$ cat src/rtl/uart_rx_led_pkg.sv
// Shared definitions for the UART/LED remote-control path: receiver state
// encodings, bit-timing derivation and default clocking.
package uart_rx_led_pkg;

  localparam int DEFAULT_CLK_FREQ  = 25_000_000;
  localparam int DEFAULT_BAUD_RATE = 115_200;

  localparam int CNT_W     = 16;
  localparam int BIT_IDX_W = 3;

  typedef logic [CNT_W-1:0]     baud_cnt_t;
  typedef logic [BIT_IDX_W-1:0] bit_idx_t;
  typedef logic [7:0]           rx_byte_t;

  typedef enum logic [2:0] {
    IDLE  = 3'd0,
    START = 3'd1,
    DATA  = 3'd2,
    STOP  = 3'd3,
    BREAK = 3'd4
  } rx_state_e;

  function automatic int calc_clks_per_bit(input int clk_freq, input int baud_rate);
    return clk_freq / baud_rate;
  endfunction

  function automatic int calc_half_bit(input int clks_per_bit);
    return clks_per_bit / 2;
  endfunction

endpackage

$ cat src/rtl/uart_rx_led_if.sv
// Serial line in, received byte stream out; the receiver is the master side.
interface uart_rx_led_if;
  import uart_rx_led_pkg::*;

  logic     rx;
  rx_byte_t data_out;
  logic     data_valid;
  logic     frame_error;
  logic     busy;

  modport master (input rx, output data_out, data_valid, frame_error, busy);
  modport slave  (output rx, input data_out, data_valid, frame_error, busy);

endinterface

$ cat src/rtl/uart_rx_led_sync_2ff.sv
// Generic two-flop synchronizer for asynchronous inputs; the reset value is
// chosen by the caller so an idle line does not look like activity.
module sync_2ff #(
  parameter int               WIDTH       = 1,
  parameter logic [WIDTH-1:0] RESET_VALUE = '0
) (
  input  logic             clk,
  input  logic             rst_n,
  input  logic [WIDTH-1:0] d,
  output logic [WIDTH-1:0] q
);

  logic [WIDTH-1:0] meta;

  always_ff @(posedge clk or negedge rst_n) begin
    if (!rst_n) begin
      meta <= RESET_VALUE;
      q    <= RESET_VALUE;
    end else begin
      meta <= d;
      q    <= meta;
    end
  end

endmodule

$ cat src/rtl/uart_rx_led.sv
// 8N1 UART receiver feeding the LED blink stage: centre-sampled bits,
// start-glitch rejection, framing-error pulse and break-hold handling.
module uart_rx_led
  import uart_rx_led_pkg::*;
#(
  parameter int CLK_FREQ  = DEFAULT_CLK_FREQ,
  parameter int BAUD_RATE = DEFAULT_BAUD_RATE
) (
  input logic           clk,
  input logic           rst_n,
  uart_rx_led_if.master bus
);

  localparam int        CLKS_PER_BIT = calc_clks_per_bit(CLK_FREQ, BAUD_RATE);
  localparam int        HALF         = calc_half_bit(CLKS_PER_BIT);
  localparam baud_cnt_t BIT_LAST     = baud_cnt_t'(CLKS_PER_BIT - 1);
  localparam baud_cnt_t HALF_LAST    = baud_cnt_t'(HALF - 1);

  logic      rx_s;
  rx_state_e state;
  baud_cnt_t cnt;
  bit_idx_t  bit_idx;
  rx_byte_t  shift;

  sync_2ff #(
    .WIDTH       (1),
    .RESET_VALUE (1'b1)
  ) u_sync (
    .clk   (clk),
    .rst_n (rst_n),
    .d     (bus.rx),
    .q     (rx_s)
  );

  // Pulses default low every cycle; busy is updated alongside each state change.
  always_ff @(posedge clk or negedge rst_n) begin
    if (!rst_n) begin
      state           <= IDLE;
      cnt             <= '0;
      bit_idx         <= '0;
      shift           <= '0;
      bus.data_out    <= '0;
      bus.data_valid  <= 1'b0;
      bus.frame_error <= 1'b0;
      bus.busy        <= 1'b0;
    end else begin
      bus.data_valid  <= 1'b0;
      bus.frame_error <= 1'b0;

      case (state)
        IDLE: begin
          if (!rx_s) begin
            state    <= START;
            cnt      <= '0;
            bus.busy <= 1'b1;
          end
        end

        START: begin
          if (cnt == HALF_LAST) begin
            cnt <= '0;
            if (!rx_s) begin
              state   <= DATA;
              bit_idx <= '0;
            end else begin
              state    <= IDLE;
              bus.busy <= 1'b0;
            end
          end else begin
            cnt <= cnt + baud_cnt_t'(1);
          end
        end

        DATA: begin
          if (cnt == BIT_LAST) begin
            cnt            <= '0;
            shift[bit_idx] <= rx_s;
            if (bit_idx == bit_idx_t'(7)) begin
              state <= STOP;
            end else begin
              bit_idx <= bit_idx + bit_idx_t'(1);
            end
          end else begin
            cnt <= cnt + baud_cnt_t'(1);
          end
        end

        STOP: begin
          if (cnt == BIT_LAST) begin
            cnt <= '0;
            if (rx_s) begin
              bus.data_out   <= shift;
              bus.data_valid <= 1'b1;
              state          <= IDLE;
              bus.busy       <= 1'b0;
            end else begin
              bus.frame_error <= 1'b1;
              state           <= BREAK;
            end
          end else begin
            cnt <= cnt + baud_cnt_t'(1);
          end
        end

        // A held-low line must return high before another start edge counts.
        BREAK: begin
          if (rx_s) begin
            state    <= IDLE;
            bus.busy <= 1'b0;
          end
        end

        default: begin
          state    <= IDLE;
          cnt      <= '0;
          bus.busy <= 1'b0;
        end
      endcase
    end
  end

  a_pulse_exclusive : assert property (@(posedge clk) disable iff (!rst_n)
    !(bus.data_valid && bus.frame_error));

endmodule

$ cat src/flat_wrapper.sv
// flat-port wrapper written by rule: the top's interface ports become plain ports
module uart_rx_led_flat import uart_rx_led_pkg::*;
#(
  parameter int CLK_FREQ  = DEFAULT_CLK_FREQ,
  parameter int BAUD_RATE = DEFAULT_BAUD_RATE
)
  (clk, rst_n, bus_rx, bus_data_out, bus_data_valid, bus_frame_error, bus_busy);
  uart_rx_led_if bus_i ();
  input logic clk;
  input logic rst_n;
  input wire logic [$bits(bus_i.rx)-1:0] bus_rx;
  output wire logic [$bits(bus_i.data_out)-1:0] bus_data_out;
  output wire logic [$bits(bus_i.data_valid)-1:0] bus_data_valid;
  output wire logic [$bits(bus_i.frame_error)-1:0] bus_frame_error;
  output wire logic [$bits(bus_i.busy)-1:0] bus_busy;
  assign bus_i.rx = bus_rx;
  assign bus_data_out = bus_i.data_out;
  assign bus_data_valid = bus_i.data_valid;
  assign bus_frame_error = bus_i.frame_error;
  assign bus_busy = bus_i.busy;
  uart_rx_led #(.CLK_FREQ(CLK_FREQ), .BAUD_RATE(BAUD_RATE)) u_core (.clk(clk), .rst_n(rst_n), .bus(bus_i));
endmodule
$ cat config.mk
export PLATFORM = sky130hd
export DESIGN_NAME = uart_rx_led_flat
export DESIGN_NICKNAME = d
export VERILOG_FILES = /design/src/rtl/uart_rx_led_pkg.sv /design/src/rtl/uart_rx_led_if.sv /design/src/rtl/uart_rx_led_sync_2ff.sv /design/src/rtl/uart_rx_led.sv /design/src/flat_wrapper.sv
export SDC_FILE = /design/constraint.sdc
export NUM_CORES = 1
export LEC_CHECK = 0
export CAP_MARGIN = 20
export CELL_PAD_IN_SITES_DETAIL_PLACEMENT = 0
export CELL_PAD_IN_SITES_GLOBAL_PLACEMENT = 1
export CORE_MARGIN = 4
export CORE_UTILIZATION = 25
export DETAILED_ROUTE_END_ITERATION = 7
export DONT_BUFFER_PORTS = 1
export PLACE_DENSITY_LB_ADDON = 0.25
export REMOVE_ABC_BUFFERS = 1
export SYNTH_ARGS = -nofsm -noshare
export SYNTH_HDL_FRONTEND = slang
export SYNTH_SLANG_ARGS = --single-unit
export TNS_END_PERCENT = 100
$ cat constraint.sdc
create_clock -name clk -period 2.9 [get_ports clk]
set_input_delay 0.29 -clock clk [delete_from_list [all_inputs] [get_ports clk]]
set_output_delay 0.29 -clock clk [all_outputs]
set_load 0.005 [all_outputs]
Word-level counts from Yosys, hierarchy flattened
Index checks and enable logic that the tools add are counted. Widths: inputs -> output; s select.

$add $sub $neg: 2. Order comparisons: 2. Eq/ne operators: 15. Multiplexer cells: 32. Bitwise logic cells: 2. Reductions and logical operators: 10.

Operators by type and width (number): $pmux 16 s4 (1); $mux 16 (3); $mux 3 (11); $add 16x1->16 const B (1); $eq 16x7->1 const B (1); $eq 16x8->1 const B (1); $pmux 3 s5 (1); $mux 1 (11); $bwmux 8 (1); $ne 2x1->1 const B (4); $ne 2x2->1 const B (4); $eq 3x2->1 const B (2); $eq 3x3->1 const B (2); $pmux 3 s2 (1); $reduce_and 6->1 (1); $pmux 1 s5 (1); $reduce_and 5->1 (1); $lt 3x4->1 const B (1); $reduce_and 2->1 (2); $reduce_and 4->1 (1); $add 3x1->3 const B (1); $demux 1 s3 (1); $eq 3x1->1 const B (1); $ge 3x1->1 const B (1); other kinds (7) (8).

Register bits: 43. Logic and storage cells: 73.

Depth between registers and ports, before layout
Gate-level depths: netlist of the first run.

Word-level depth: 5. Mapped depth: 8.

By module
From an unflattened synthesis of the first run, not the netlist that was laid out.

Cell total of the unflattened synthesis: 227. Area, all modules: 2193.4 um2.

Modules (own cells, without submodules): uart_rx_led (times used 1, cells each 225, area an instance 2140.8 um2, seq. area each 1026.0 um2); sync_2ff (times used 1, cells each 2, area an instance 52.6 um2, seq. area each 52.6 um2).

Least setup slack after synthesis of the first run
Ideal clock, no wire load.

Path kind: register to register. Start: register u_core.cnt[2]. End: register u_core.shift[5]. Arrival time: 1.963 ns. Required time: 2.772 ns. Path slack: 0.810 ns. Cell stages (with the launch flop): 6. Buffers on the path: 0. Cell sequence: dfrtp_1 -> nor4b_4 -> nand3_1 -> or4_4 -> nor3b_2 -> mux2_1.

Word-level cells in the longest chain between the ends: 2.

RTL lines: from (decl) (line uart_rx_led.sv:21) `baud_cnt_t cnt;`; from (signal assigned) (line uart_rx_led.sv:70) `cnt <= cnt + baud_cnt_t'(1);`; from (signal assigned) (line uart_rx_led.sv:84) `cnt <= cnt + baud_cnt_t'(1);`; from (signal assigned) (line uart_rx_led.sv:101) `cnt <= cnt + baud_cnt_t'(1);`; $eq 16x8->1 (line uart_rx_led.sv:75) `if (cnt == BIT_LAST) begin`; $reduce_and 2->1 (no source line); to (signal, indexed assignment) (line uart_rx_led.sv:77) `shift[bit_idx] <= rx_s;`; to (decl) (line uart_rx_led.sv:23) `rx_byte_t shift;`.

Every way passes these cells. A chain may end at the register's enable or synchronous reset.

Worst setup path in the final report of the first run
Start: register u_core.cnt[0]. End: register u_core.cnt[6].

Word-level cells in the longest chain between the ends: 3.

RTL lines: $add 16x1->16 (tied with other cells) (line uart_rx_led.sv:70, uart_rx_led.sv:84, uart_rx_led.sv:101); $mux 16 (on tied branches) (line uart_rx_led.sv:75, uart_rx_led.sv:89, uart_rx_led.sv:60); $pmux 16 s4 * (line uart_rx_led.sv:50) `case (state)`.

Every way passes the cells marked *; elsewhere a longest branch is shown, timed or not.

==> impl_metrics.env, run 1 <==
export IMPL_status="finished, final reports clean"
export IMPL_r2r_start="u_core.cnt[0]$_DFFE_PN0P_"
export IMPL_yosysUniqueCellTypes=52
export IMPL_peakVddDrop_v=0.0001356
export IMPL_syn_cell_area_um2=2238
export IMPL_dieArea_um2=10530
export IMPL_setup_viol=0
export IMPL_post_drt_via_cell_ratio=4.819
export IMPL_p_sw_w=0.0002478
export IMPL_pwr_density_cell_nw_per_um2=418.9
export IMPL_setup_tns_final_ns=0
export IMPL_first_iter_violations=32
export IMPL_ctsHoldBuffers=3
export IMPL_total_power_w=0.001029
export IMPL_rrSetupSlack_ns=0.49
export IMPL_drive_gt1_share_pct=21.13
export IMPL_hold_path_class="flip-flop to flip-flop"
export IMPL_p_comb_share_pct=2.1
export IMPL_fmax_ghz=0.4143
export IMPL_synth_warnings=0
export IMPL_vias=1547
export IMPL_critPathBufInv=2
export IMPL_dr_pass1_iters=4
export IMPL_critPathSlowestCell="dfrtp_1"
export IMPL_overflow=0
export IMPL_min_to="u_core.u_sync.q$_DFF_PN1_"
export IMPL_end_kind="flip-flop"
export IMPL_switching_share_pct=24.08
export IMPL_gr_usage_all_layers_pct=9.958
export IMPL_required_ns=3.10
export IMPL_top_layer="met4"
export IMPL_max_slew_margin_pct=61.34
export IMPL_cts_max_path_buffers=2
export IMPL_htree_levels=2
export IMPL_critical_path_class="flip-flop to flip-flop"
export IMPL_r2r_end="u_core.cnt[6]$_DFFE_PN0P_"
export IMPL_cts_setup_buffers=0
export IMPL_cts_tree="built"
export IMPL_wl_um=4758
export IMPL_cts_root_buffer_cell="clkbuf_8"
export IMPL_drc=0
export IMPL_worst_slack_ns=0.4860
export IMPL_wl_met1_um=2315
export IMPL_skew_ns=0.005539
export IMPL_power_leakage_nw=1.047
export IMPL_ios=14
export IMPL_wl_met3_um=129
export IMPL_antenna_found_initial=0
export IMPL_start_util_pct=25.67
export IMPL_ys_ff_latch=43
export IMPL_cts_made_buffers=5
export IMPL_areaGrowthSynthToFinish_pct=9.726
export IMPL_final_common_cell="dfrtp_1"
export IMPL_dp_cells=310
export IMPL_cp_slowest_stage_delay_ns=0.44
export IMPL_portBuffers=0
export IMPL_arrival_ns=2.61
export IMPL_ant_nets=0
export IMPL_clk_pin_slew_worst_paths_ns=0.09
export IMPL_antenna_cells=0
export IMPL_slew_violations=0
export IMPL_crit_fanout=9
export IMPL_cts_resized=0
export IMPL_grt_pass1_vias=1587
export IMPL_p_int_w=0.0007812
export IMPL_insertion_delay_ns=0.30
export IMPL_start_kind="flip-flop"
export IMPL_hold_viol=0
export IMPL_num_rows=34
export IMPL_post_route_period_util_pct=83.24
export IMPL_worst_slew_pin_slew_ns=0.5745
export IMPL_synth_seq_area_share_pct=48.18
export IMPL_drt_wirelength_per_cell_um=14.82
export IMPL_syn_mean_instance_area_um2=10.76
export IMPL_r2r_cells=8
export IMPL_cpLargestDelayFamily="compound AO/OA/AOI/OAI gates"
export IMPL_grt_pass1_wl_um=8217
export IMPL_dp_hpwl_um=3213
export IMPL_cp_startpoint="u_core.cnt[0]$_DFFE_PN0P_"
export IMPL_pre_cts_slack_ns=0.4690
export IMPL_die_width_um=102.6
export IMPL_drv_cap=0
export IMPL_postSynthCellCount=208
export IMPL_whs_path_depth=0
export IMPL_hp_start="u_core.u_sync.meta$_DFF_PN1_"
export IMPL_fp_coreArea_um2=8721
export IMPL_p_clk_share_pct=39.1
export IMPL_cts_sinks=43
export IMPL_rsz0062_at_grt="no"
export IMPL_grt_max_degree=44
export IMPL_final_instance_count_excl_fill=321
export IMPL_route_met2_wl_um=2271
export IMPL_fin_nets=219
export IMPL_seqPwrFrac_pct=58.8
export IMPL_gp_congestion=0.7162
export IMPL_worstPathCellList="inv_1 > ha_1 > nor4bb_1 > nand4_1 > a22oi_2 > buf_4 > o21ai_0 > a22o_1"
export IMPL_die_y_um=102.6
export IMPL_period_needed_ns=2.414
export IMPL_final_cell_mix="41 x dfrtp_1, 17 x nor2_1, 17 x mux2_2"
## power groups by stage
stage / clock (W) / sequential [W] / combinational (W)
floorplan: 0 / 0.000616 / 0.00000253
global placement: 0 / 0.000617 / 0.00000288
detailed placement: 0 / 0.000617 / 0.00000291
CTS: 0.000423 / 0.000605 / 0.0000234
global route: 0.000451 / 0.000606 / 0.0000253
finish: 0.000402 / 0.000605 / 0.0000216
## metal layers
metal,GRT usage (%),up-vias
li1,-,774
met1,13.46,752
met2,15.99,16
met3,2.300,5
met4,2.725,0
met5,0,-
## logic make-up (layout without fill, tap and decap cells)
group	after synthesis	after routing	share of synthesized area (%)
fa+ha+maj	4	4	2.236
xor+xnor	3	3	1.174
buf+inv	18	23	5.254
flops	43	43	48.18
compound gates	45	45	13.02
mux	19	19	9.502
simple gates	76	76	20.63
## final cells by class
type                       count  area (um^2)
multi-input combinational    147         1042
tap                          108        135.1
sequential                    43         1079
inverter                       8        30.03
clock buffer                   5        68.82
clock inverter                 3        23.77
fill                         909         6265
timing repair buffer           7        77.57
## worst max-delay path by stage
stage / end / cells past startpoint / slack (ns)
after floorplan: u_core.shift[5]$_DFFE_PN0P_ / 5 / 0.81
after global placement: u_core.cnt[6]$_DFFE_PN0P_ / 8 / 0.55
after detailed placement: u_core.cnt[6]$_DFFE_PN0P_ / 8 / 0.47
after CTS: u_core.cnt[6]$_DFFE_PN0P_ / 8 / 0.46
after global routing: u_core.cnt[6]$_DFFE_PN0P_ / 8 / 0.25
final: u_core.cnt[6]$_DFFE_PN0P_ / 8 / 0.49
## per-stage QoR
stage	utilization, %	instance area, um^2	hold slack (ns)
2_1_floorplan	-	2151	-0.005591
3_3_place_gp	26.56	2316	-0.003722
3_5_place_dp	26.56	2316	-0.003609
4_1_cts	28.16	2456	0.3692
5_1_grt	28.16	2456	0.3682
6_report	28.16	2456	0.3663
## Yosys cell counts, drive strengths merged
cell type,instances,area share [%]
mux2,18,9.1
nor4b,2,1.5
o22a,1,0.39
mux2i,1,0.45
nand3,7,1.6
a22o,5,2.0
or2,1,0.28
bufbuf,1,1.5
a31oi,4,1.1
o21a,1,0.34
nand4,6,1.7
clkbuf,5,1.3
a31o,1,0.39
o21ai,16,3.6
a21oi,8,1.8
a32oi,1,0.39
or4,1,0.50
buf,4,1.1
nand2,12,2.0
inv,8,1.3
xnor2,3,1.2
and3,3,0.89
nor2b,1,0.28
o221ai,1,0.39
a22oi,1,0.56
dfrtp,41,46
or3,4,1.1
nand3b,2,0.67
a41oi,1,0.39
o211ai,2,0.67
ha,4,2.2
nor4bb,1,0.45
nor3b,5,2.1
dfstp,2,2.3
and4,1,0.45
nor3,5,1.1
a21o,3,1.1
and3b,2,0.84
nor4,5,2.1
nor2,18,3.1
## flip-flops by register name, indices dropped and copies added (netlist names)
signal / flops
u_core.cnt: 16
u_core.bus.data_out: 8
u_core.shift: 8
u_core.bit_idx: 3
u_core.state: 3
u_core.bus.busy: 1
u_core.bus.data_valid: 1
u_core.bus.frame_error: 1
u_core.u_sync.meta: 1
u_core.u_sync.q: 1
(Power assumes the default switching activity.)
==> run 2, diff against run 1 <==
==> constraint.sdc (replaced) <==
create_clock -name clk -period 2 [get_ports clk]
set_input_delay 0.2 -clock clk [delete_from_list [all_inputs] [get_ports clk]]
set_output_delay 0.2 -clock clk [all_outputs]
set_load 0.005 [all_outputs]
==> impl_metrics.env, run 2 (same netlist as run 1, synthesis figures left out) <==
export IMPL_status="complete, but fails checks"
export IMPL_violations="setup timing"
export IMPL_die_width_um=102.6
export IMPL_cp_slowest_stage_delay_ns=0.56
export IMPL_dieArea_um2=10530
export IMPL_wl_um=5309
export IMPL_grt_pass1_vias=1754
export IMPL_dp_hpwl_um=3707
export IMPL_clk_pin_slew_worst_paths_ns=0.09
export IMPL_crit_fanout=3
export IMPL_cts_root_buffer_cell="clkbuf_8"
export IMPL_cts_max_path_buffers=2
export IMPL_fp_coreArea_um2=8721
export IMPL_seq_area_um2=1079
export IMPL_max_slew_margin_pct=75.42
export IMPL_cts_made_buffers=5
export IMPL_post_route_util_pct=33.08
export IMPL_htree_levels=2
export IMPL_final_cell_mix="41 x dfrtp_1, 39 x buf_4, 17 x nor2_1"
export IMPL_switching_share_pct=23.62
export IMPL_worst_slack_ns=-0.08683
export IMPL_dp_cells=349
export IMPL_cts_sinks=43
export IMPL_rsz0062_at_grt="yes"
export IMPL_antenna_found_initial=0
export IMPL_multi_input_area_um2=1136
export IMPL_drc=0
export IMPL_worstPathCellList="nor4b_4 > nand3_1 > or4_4 > nor3b_2 > mux2_4"
export IMPL_critical_path_class="flip-flop to flip-flop"
export IMPL_hold_viol=0
export IMPL_fmax_ghz=0.4792
export IMPL_ant_nets=0
export IMPL_portBuffers=0
export IMPL_worst_slew_pin_slew_ns=0.3659
export IMPL_period_needed_ns=2.087
export IMPL_required_ns=2.19
export IMPL_fin_area_um2=2885
export IMPL_p_comb_share_pct=2.3
export IMPL_peakVddDrop_v=0.0002303
export IMPL_critPathSlowestCell="or4_4"
export IMPL_seqPwrFrac_pct=59.3
export IMPL_gp_congestion=0.7374
export IMPL_fin_nets=260
export IMPL_drive_gt1_share_pct=38.98
export IMPL_postPlaceCellArea_um2=2621
export IMPL_end_kind="flip-flop"
export IMPL_cpLargestDelayFamily="simple AND/OR/NAND/NOR gates"
export IMPL_p_clk_share_pct=38.3
export IMPL_power_leakage_nw=1.277
export IMPL_post_route_period_util_pct=104.3
export IMPL_num_rows=34
export IMPL_slew_violations=0
export IMPL_largest_register_ffs=16
export IMPL_ios=14
export IMPL_vias=1735
export IMPL_skew_ns=0.006035
export IMPL_critPathBufInv=0
export IMPL_top_regs="u_core.cnt: 16 flops, u_core.bus.data_out: 8 flops, u_core.shift: 8 flops"
export IMPL_largest_register="u_core.cnt"
export IMPL_gr_usage_all_layers_pct=10.78
export IMPL_whs_ns=0.3669
export IMPL_p_sw_w=0.0003486
export IMPL_start_kind="flip-flop"
export IMPL_p_int_w=0.001127
export IMPL_hold_path_class="flip-flop to flip-flop"
export IMPL_drv_cap=0
export IMPL_drt_wirelength_per_cell_um=14.67
export IMPL_dr_pass1_iters=4
export IMPL_cts_tree="built"
export IMPL_areaGrowthSynthToFinish_pct=28.90
export IMPL_start_util_pct=25.67
export IMPL_overflow=0
export IMPL_final_instance_count_excl_fill=362
export IMPL_pwr_density_cell_nw_per_um2=511.5
export IMPL_final_common_cell="dfrtp_1"
export IMPL_fillers=888
export IMPL_antenna_cells=0
export IMPL_arrival_ns=2.27
export IMPL_grt_pass1_wl_um=8887
export IMPL_first_iter_violations=51
export IMPL_die_y_um=102.6
export IMPL_setup_viol=3
export IMPL_insertion_delay_ns=0.30
export IMPL_grt_max_degree=44
export IMPL_post_drt_via_cell_ratio=4.793
[run 2: cell count changes in the layout (fill, tap and decap cells not counted), sizes merged]
cell	previous run	this run
clkinv	0	1
inv	9	8
buf	5	46
[run 2: what timing repair did]
item	4_1_cts	5_1_grt
gates resized for setup	16	17
buffers inserted	2	0
setup endpoints to repair	32	16
pin swaps	10	11
gates cloned	1	0
hold buffers	3	0
hold endpoints to repair	44	0
[run 2: final timing paths]
path	startpoint	to	slack (ns)	cells past startpoint
setup / recovery	u_core.cnt[2]$_DFFE_PN0P_	u_core.shift[5]$_DFFE_PN0P_	-0.09	5
hold / removal	u_core.u_sync.meta$_DFF_PN1_	u_core.u_sync.q$_DFF_PN1_	0.37	0
setup reg to reg	u_core.cnt[2]$_DFFE_PN0P_	u_core.shift[5]$_DFFE_PN0P_	-0.09	5
hold reg to reg	u_core.u_sync.meta$_DFF_PN1_	u_core.u_sync.q$_DFF_PN1_	0.37	0
max in group asynchronous	rst_n	u_core.u_sync.q$_DFF_PN1_	1.32	2
min in group asynchronous	rst_n	u_core.bus.frame_error$_DFF_PN0_	0.40	2
[run 2: stage by stage]
stage	setup slack, ns	total power [W]	TNS, ns
floorplan	-0.09024	0.0008965	-0.4763
global placement	-0.1056	0.0009013	-1.297
detailed placement	-0.1643	0.0009007	-2.797
CTS	-0.09785	0.001503	-0.2256
global route	-0.1495	0.001540	-0.7180
finish	-0.08683	0.001476	-0.2191
[run 2: power groups by stage]
stage / combinational (W) / clock [W] / sequential (W)
2_1_floorplan: 0.00000367 / 0 / 0.000893
3_3_place_gp: 0.00000788 / 0 / 0.000893
3_5_place_dp: 0.00000750 / 0 / 0.000893
4_1_cts: 0.0000368 / 0.000591 / 0.000876
5_1_grt: 0.0000403 / 0.000623 / 0.000876
6_report: 0.0000346 / 0.000566 / 0.000876
[run 2: layer usage]
metal	share of wire, %	wire length, um	GRT usage (%)
met1	46	2428	14.05
met3	3.1	163	2.233
met4	0.75	40	2.119
met5	0	0	0
met2	50	2677	18.52
[run 2: area by class of cell]
| type | count | area share (%) |
|---|---|---|
| multi-input combinational | 147 | 39.38 |
| sequential | 43 | 37.38 |
| timing repair buffer | 48 | 14.44 |
| tap | 108 | 4.683 |
| clock buffer | 5 | 2.385 |
| inverter | 8 | 1.041 |
| clock inverter | 3 | 0.6938 |
